### config.mk
export PLATFORM = sky130hd
export DESIGN_NAME = enigma_char_sequencer
export DESIGN_NICKNAME = d
export VERILOG_FILES = /design/src/rtl/enigma_pkg.sv /design/src/rtl/sync_fifo.sv /design/src/rtl/enigma_char_sequencer.sv
export SDC_FILE = /design/constraint.sdc
export NUM_CORES = 1
export LEC_CHECK = 0
export CORE_MARGIN = 3
export CORE_UTILIZATION = 50
export CTS_CLUSTER_DIAMETER = 30
export CTS_CLUSTER_SIZE = 24
export DETAILED_ROUTE_END_ITERATION = 7
export HOLD_SLACK_MARGIN = 0.1
export PLACE_DENSITY_LB_ADDON = 0.08
export SLEW_MARGIN = 20
export SYNTH_ARGS = -nofsm -noshare
export SYNTH_HDL_FRONTEND = slang
export SYNTH_SLANG_ARGS = --single-unit
### constraint.sdc
create_clock -name clk -period 2.6 [get_ports clk]
set_clock_uncertainty 0.2 [all_clocks]
set_input_delay 0.26 -clock clk [delete_from_list [all_inputs] [get_ports clk]]
set_output_delay 0.26 -clock clk [all_outputs]
set_load 0.03 [all_outputs]
### src/rtl/enigma_pkg.sv
// enigma_pkg: state encoding, ASCII range constants and letter helpers for the char sequencer
package enigma_pkg;
  typedef enum logic [1:0] {IDLE, ISSUE, WAIT, EMIT} state_t;
  localparam logic [7:0] UC_A = 8'h41;
  localparam logic [7:0] UC_Z = 8'h5A;
  localparam logic [7:0] LC_A = 8'h61;
  localparam logic [7:0] LC_Z = 8'h7A;
  localparam logic [7:0] CASE_OFS = 8'h20;
  localparam logic [7:0] ERR_BYTE = 8'h3F;
  function automatic logic is_lower(input logic [7:0] b);
    return b >= LC_A && b <= LC_Z;
  endfunction
  function automatic logic is_alpha(input logic [7:0] b);
    return is_lower(b) || (b >= UC_A && b <= UC_Z);
  endfunction
endpackage

### src/rtl/sync_fifo.sv
// sync_fifo: single-clock FIFO; full/empty come from an occupancy count so pointers simply wrap
module sync_fifo #(
  parameter int WIDTH = 9,
  parameter int DEPTH = 8
) (
  input  logic             clk,
  input  logic             reset_n,
  input  logic             push,
  input  logic [WIDTH-1:0] din,
  input  logic             pop,
  output logic [WIDTH-1:0] dout,
  output logic             full,
  output logic             empty
);
  localparam int AW = $clog2(DEPTH);
  logic [WIDTH-1:0] mem_q [DEPTH];
  logic [AW-1:0] wr_q, rd_q;
  logic [AW:0] cnt_q;
  logic do_push, do_pop;
  assign full = cnt_q == (AW+1)'(DEPTH);
  assign empty = cnt_q == '0;
  assign do_push = push && !full;
  assign do_pop = pop && !empty;
  assign dout = mem_q[rd_q];
  always_ff @(posedge clk) begin
    if (!reset_n) begin
      wr_q <= '0;
      rd_q <= '0;
      cnt_q <= '0;
    end else begin
      if (do_push) wr_q <= wr_q + AW'(1);
      if (do_pop) rd_q <= rd_q + AW'(1);
      cnt_q <= cnt_q + (AW+1)'(do_push) - (AW+1)'(do_pop);
    end
  end
  always_ff @(posedge clk) begin
    if (do_push) mem_q[wr_q] <= din;
  end
endmodule

### src/rtl/enigma_char_sequencer.sv
// enigma_char_sequencer: buffers ASCII bytes, sends letters one at a time to a cipher core
// and forwards results (or pass-through bytes) downstream in input order.
module enigma_char_sequencer
  import enigma_pkg::*;
#(
  parameter int FIFO_DEPTH    = 8,
  parameter bit PASS_NONALPHA = 1'b1,
  parameter int TIMEOUT       = 64
) (
  input  logic       clk,
  input  logic       reset_n,
  input  logic       in_valid,
  output logic       in_ready,
  input  logic [7:0] in_data,
  input  logic       in_last,
  output logic       core_valid,
  output logic [7:0] core_din,
  input  logic       core_done,
  input  logic [7:0] core_dout,
  output logic       out_valid,
  input  logic       out_ready,
  output logic [7:0] out_data,
  output logic       out_last,
  output logic       err
);
  localparam int CW = $clog2(TIMEOUT + 1);
  state_t state_q, state_d;
  logic [8:0] cur_q, cur_d, head;
  logic [CW-1:0] cnt_q, cnt_d;
  logic err_q, err_d, full, empty, pop;
  assign in_ready = reset_n && !full;
  sync_fifo #(.WIDTH(9), .DEPTH(FIFO_DEPTH)) u_fifo (
    .clk, .reset_n, .push(in_valid && in_ready), .din({in_last, in_data}),
    .pop, .dout(head), .full, .empty
  );
  always_comb begin
    state_d = state_q;
    cur_d = cur_q;
    cnt_d = '0;
    err_d = err_q;
    pop = 1'b0;
    case (state_q)
      IDLE: if (!empty) begin
        pop = 1'b1;
        cur_d = {head[8], is_lower(head[7:0]) ? head[7:0] - CASE_OFS : head[7:0]};
        state_d = is_alpha(head[7:0]) ? ISSUE : (PASS_NONALPHA ? EMIT : IDLE);
      end
      ISSUE: state_d = WAIT;
      // core_done wins over a timeout landing on the same cycle
      WAIT: if (core_done) begin
        cur_d[7:0] = core_dout;
        state_d = EMIT;
      end else if (cnt_q == CW'(TIMEOUT - 1)) begin
        cur_d[7:0] = ERR_BYTE;
        err_d = 1'b1;
        state_d = EMIT;
      end else begin
        cnt_d = cnt_q + CW'(1);
      end
      EMIT: if (out_ready) state_d = IDLE;
    endcase
  end
  always_ff @(posedge clk) begin
    if (!reset_n) begin
      state_q <= IDLE;
      cur_q <= '0;
      cnt_q <= '0;
      err_q <= 1'b0;
    end else begin
      state_q <= state_d;
      cur_q <= cur_d;
      cnt_q <= cnt_d;
      err_q <= err_d;
    end
  end
  assign core_valid = state_q == ISSUE;
  assign core_din = core_valid ? cur_q[7:0] : '0;
  assign out_valid = state_q == EMIT;
  assign out_data = out_valid ? cur_q[7:0] : '0;
  assign out_last = out_valid && cur_q[8];
  assign err = err_q;
endmodule

# Word-level counts from Yosys, hierarchy flattened
# Memory sizes are Yosys's and may differ from the RTL's. A register that Yosys moved wholly into a read port is not among the register bits.
# Index checks and enable logic that the tools add are counted.
[word_totals] register_bits=29 latch_bits=0 ramBits=72 mem_bits_ro=0 inputBits=22 output_inout_bits=21 wordCells=68 memories=1
[mem_list] name="u_fifo.mem_q" depth=8 width=9 rd=1 rd_ports_with_merged_regs=1 wr=1 line_no="sync_fifo.sv:16" rtl="logic [WIDTH-1:0] mem_q [DEPTH];"
[op_classes] add_sub_neg=6 mul=0 div_mod_pow=0 order_cmp=4 n_eq_ne=8 n_shift=0 n_mux=19 n_bitwise=4 reduce_logical=18
[ops] op="8-bit two-way mux" n=6
[ops] op="8-bit by 7-bit greater-or-equal comparator with 1-bit output (second input constant)" n=2
[ops] op="8-bit by 7-bit <= comparator with 1-bit output (second input constant)" n=2
[ops] op="8-bit case mux with 2 select lines" n=1
[ops] op="2-bit two-way mux" n=5
[ops] op="3-bit AND reduction" n=3
[ops] op="2-bit case mux with 4 select lines" n=1
[ops] op="8-bit by 6-bit subtractor with 8-bit output (second input constant)" n=1
[ops] op="7-bit by 1-bit adder with 7-bit output (second input constant)" n=1
[ops] op="7-bit by 6-bit equality test with 1-bit output (second input constant)" n=1
[ops] op="1-bit logical AND" n=7
[ops] op="3-bit by 1-bit adder with 3-bit output (second input constant)" n=2
[ops] op="3-bit two-way mux" n=2
[ops] op="4-bit by 1-bit adder with 4-bit output" n=1
[ops] op="2-bit equality test (second input constant)" n=2
[ops] op="4-bit equality test (second input constant)" n=1
[ops] op="4-bit logical NOT" n=1
[ops] op="1-bit two-way mux" n=4
[ops] op="1-bit NOT" n=4
[ops] op="4-bit OR reduction" n=1
[ops] op="4-bit by 1-bit subtractor with 4-bit output" n=1
[ops] op="3-bit != test (second input constant)" n=1
[ops] op="2-bit by 1-bit equality test with 1-bit output (second input constant)" n=1
[ops] op="1-bit logical NOT" n=2
[ops] op="6 further kinds" n=6

# Logic depth before layout (Yosys ltp)
[depth] ltp_word=7 mapped_depth=10 ltp_nobuf=10

# Cells and area by module
# Synthesis repeated with hierarchy kept, for this count alone.
[hier_totals] hier_cells=327 hier_area_um2=4724.5
[modules_own_cells] module="sync_fifo" n_inst=1 cells_each=183 area_each_um2=3485.8
[modules_own_cells] module="enigma_char_sequencer" n_inst=1 cells_each=144 area_each_um2=1238.7

# Worst setup path before layout
# OpenSTA, ideal clock, no wires.
[synth_timing] path_kind="register -> register" from="reg u_fifo.cnt_q[2]" to="mem u_fifo.mem_q[0][0], enable pin" arrival_time_ns=2.587 required_ns=2.001 setup_slack_ns=-0.586 stages_incl_launch_ff=6 path_buffers=0 path_cell_list="dfxtp_1 -> inv_1 -> ha_1 -> a21boi_0 -> nand2_1 -> nor4_1"
[synth_between] elab_chain_len=7
[synth_lines] element="from (decl)" line_no="sync_fifo.sv:18" rtl="logic [AW:0] cnt_q;"
[synth_lines] element="from (signal assigned)" line_no="sync_fifo.sv:33" rtl="cnt_q <= cnt_q + (AW+1)'(do_push) - (AW+1)'(do_pop);"
[synth_lines] element="4-bit equality test" line_no="sync_fifo.sv:20" rtl="assign full = cnt_q == (AW+1)'(DEPTH);"
[synth_lines] element="1-bit logical NOT" line_no="enigma_char_sequencer.sv:31" rtl="assign in_ready = reset_n && !full;"
[synth_lines] element="1-bit logical AND" line_no="enigma_char_sequencer.sv:31"
[synth_lines] element="net in_ready" line_no="enigma_char_sequencer.sv:13" rtl="output logic in_ready,"
[synth_lines] element="1-bit logical AND" line_no="enigma_char_sequencer.sv:33" rtl=".clk, .reset_n, .push(in_valid && in_ready), .din({in_last, in_data}),"
[synth_lines] element="1-bit logical AND" line_no="sync_fifo.sv:22" rtl="assign do_push = push && !full;"
[synth_lines] element="1-bit two-way mux" line_no="sync_fifo.sv:37" rtl="if (do_push) mem_q[wr_q] <= din;"
[synth_lines] element="1-bit two-way mux (implied by the code)" line_no="sync_fifo.sv:37"
[synth_lines] element="to (decl)" line_no="sync_fifo.sv:16"
# The timed path passes the listed nets, and every way through them passes these cells.

==> out/metrics.json <==
{
  "run_status": "finished clean",
  "die_area_um2": 10210,
  "cts_resized": 0,
  "worst-r2r-cell-count": 6,
  "sequentialPowerShare_pct": 44.3,
  "drc": 0,
  "drt_iter0_markers": 111,
  "fin_setup_tns_ns": 0,
  "syn-instance-count": 312,
  "buffer_ports.inserted": 42,
  "ys_seq_elements": 104,
  "start_util_pct": 51.51,
  "slew_headroom_pct": 75.03,
  "cts_tree": "yes",
  "power.switching_uw": 1526,
  "regToRegEndpoint": "cur_q[6]",
  "wl_per_cell_um": 17.33,
  "tritoncts_num_sinks": 104,
  "share_comb_of_total_power_pct": 34.8,
  "pre_cts_slack_ns": 0.07927,
  "synth_enable_flop_cells": 72,
  "synth_adder_area_share_pct": 4.878,
  "grt_first_pass_wirelength_mm": 13.96,
  "post_route_cells_drive_above_1_share_pct": 17.97,
  "rsz0062_at_grt": "false",
  "largest_family_of_logic_cells_by_synthesized_area": "multiplexers",
  "post_synth_instance_area_um2": 4514,
  "antenna-diode-count": 0,
  "share_of_flip_flops_with_an_asynchronous_set_or_reset_pct": 0,
  "die-height_um": 101.0,
  "cts-htree-levels": 3,
  "place.detailed.hpwl_mm": 6.232,
  "clkLatencyLatePin_ns": 0.36,
  "ys_seq_area_share_pct": 62.08,
  "cts_hold_repair.buffers": 0,
  "drt-vias-per-instance": 5.415,
  "powerDensity_nw_per_um2": 852.3,
  "initial_antenna_violation_count": 0,
  "post_synth_and_or_nand_nor_area_fraction_pct": 10.70,
  "synthesis.yosys.warnings": 0,
  "mostFrequentLayoutCells": "edfxtp_1 (72), clkdlybuf4s50_1 (41), dfxtp_1 (31)",
  "worstPathCellList": "buf_4, mux4_2, mux2_2, or3_1, a211oi_1, o21bai_1",
  "cts_buffer_depth": 2,
  "layout.nets": 418,
  "grt_pass1_vias": 2628,
  "cp_max_fo": 6,
  "dieWidth_um": 101.0,
  "post-cts-setup-buffers": 0,
  "number_of_fill_cells": 717,
  "fin_crit_ns": 2.473,
  "worst-r2r-setup-slack_ns": 0.13,
  "critical-path-slowest-cell": "mux4_2",
  "place_congestion": 0.8009,
  "layout-area-overhead-vs-synth_pct": 19.54,
  "number_of_rows_created_at_floorplan": 34,
  "synth_flop_cell": "edfxtp_1",
  "timing.final.hold_violations": 0,
  "layout_commonest_cell": "edfxtp_1",
  "cp-end-kind": "register",
  "synth-compound-area-share_pct": 6.458,
  "critPathLaunchType": "register",
  "finalWorstSetupSlack_ns": 0.1271,
  "grt.overflow.total": 0,
  "critical_path_arrival_ns": 2.53,
  "criticalPathCategory": "register to register",
  "hp-class": "register to register",
  "max_slew.worst_pin.slew_ns": 0.3698,
  "design.portCount": 43,
  "largest_net_degree_at_the_start_of_global_routing": 27,
  "slowest_delay_ns": 0.50,
  "finalCritPeriodShare_pct": 95.11,
  "power_report.internal_total_uw": 3073,
  "synth.area.mux_share_pct": 11.64,
  "core-area_um2": 8763,
  "numCtsBuffers": 9,
  "cellLeakagePower_uw": 0.001904,
  "timing.fmax_ghz": 0.4044,
  "slew_violations": 0,
  "post_synthesis_net_count": 351,
  "cp-endpoint": "cur_q[6]",
  "synth.lib_cells_used.distinct": 47,
  "report.final.setup_viol": 0,
  "max_cap_viol_count": 0,
  "track_usage_pct": 18.30,
  "detailedRoute.firstPassIterationCount": 4,
  "worst_ep_required_time_ns": 2.65,
  "cts.reportedPaths.clkPinSlew_ns": 0.11,
  "ant_nets": 0,
  "total_via_count_after_detailed_routing": 2664,
  "drt-total-wl_mm": 8.528,
  "synth-xor-area-share_pct": 1.940,
  "switching_share_pct": 33.19,
  "cts_root_buffer": "clkbuf_8",
  "power.share.clock_pct": 20.9,
  "ir_worst_vdd_mv": 0.4683,
  "synth.avg_cell_area_um2": 14.47
}
-- stage by stage --
step	utilization [%]	hold WS, ns	instances	instance area (um2)	power [uW]
after floorplan	-	0.1589	312	4529	3187
after global placement	59.29	0.2264	476	5196	3657
after detailed placement	59.29	0.2439	476	5196	3691
after CTS	61.51	0.2593	492	5390	4655
after global routing	61.58	0.2852	492	5396	4950
final	61.58	0.2545	492	5396	4599
-- critical path: cells and delay by family (launching register included) --
kind,cells,cell delay [ns]
and+or+nand+nor,1,0.40
DFF,1,0.38
AOI/OAI and AO/OA,2,0.36
muxes,2,0.82
buffers and inverters,1,0.21
-- power by group through the flow --
stage,Combinational (uW),Sequential (uW),Clock [uW]
CTS,1620,2040,993
global placement,1590,2070,0
detailed placement,1610,2080,0
finish,1600,2040,963
global route,1810,2060,1080
floorplan,1150,2030,0
-- cell families (layout without fill, tap and decap cells) --
logic type,count (synthesis),in the layout
and+or+nand+nor,93,93
adders and majority gates,17,17
buffers and inverters,21,93
xor gates and xnor gates,10,10
DFF,104,104
AOI/OAI and AO/OA,39,39
muxes,28,28
-- layout make-up --
class	count	area, um2	area share [%]
well taps	108	135.1	2.504
inverters	12	45.04	0.8347
repair buffers	65	590.6	10.94
clock buffers	9	123.9	2.295
flip-flops and latches	104	2804	51.96
clock inverters	7	70.07	1.298
multi-input cells	187	1628	30.16
-- cells in the mapped netlist, drive strengths merged (6+ instances only) --
library cell / number / area share, %
o221ai: 7 / 1.4
nor2: 14 / 1.2
inv: 12 / 1.0
nor3: 7 / 0.78
mux2: 7 / 1.7
nand3: 6 / 0.67
ha: 16 / 4.4
a21boi: 8 / 1.3
and2: 26 / 3.6
dfxtp: 32 / 14
nand2: 24 / 2.0
edfxtp: 72 / 48
mux4: 18 / 9.2
-- layer usage --
| layer | track usage (%) | up-vias | wire, um |
|---|---|---|---|
| li1 | - | 1303 | - |
| met1 | 25.65 | 1282 | 3839 |
| met2 | 29.22 | 77 | 4134 |
| met3 | 4.567 | 2 | 518 |
| met4 | 3.988 | 0 | 36 |
| met5 | 0 | - | 0 |
-- sequential cells by signal, indices dropped and copies added (netlist names), named ones only --
name,flops
cur_q,9
err,1
state_q,2
cnt_q,7
u_fifo.wr_q,3
u_fifo.rd_q,3
u_fifo.mem_q,72
u_fifo.cnt_q,4
-- worst min path at each step --
stage,endpoint,start,depth (start not counted)
2_1_floorplan,u_fifo.mem_q[0][0],in_data[0],0
3_3_place_gp,cnt_q[0],cnt_q[0],1
3_5_place_dp,cnt_q[0],cnt_q[0],1
4_1_cts,cnt_q[0],cnt_q[0],1
5_1_grt,cnt_q[0],cnt_q[0],1
6_report,cnt_q[0],cnt_q[0],1
Power figures use the tool's default switching activity.
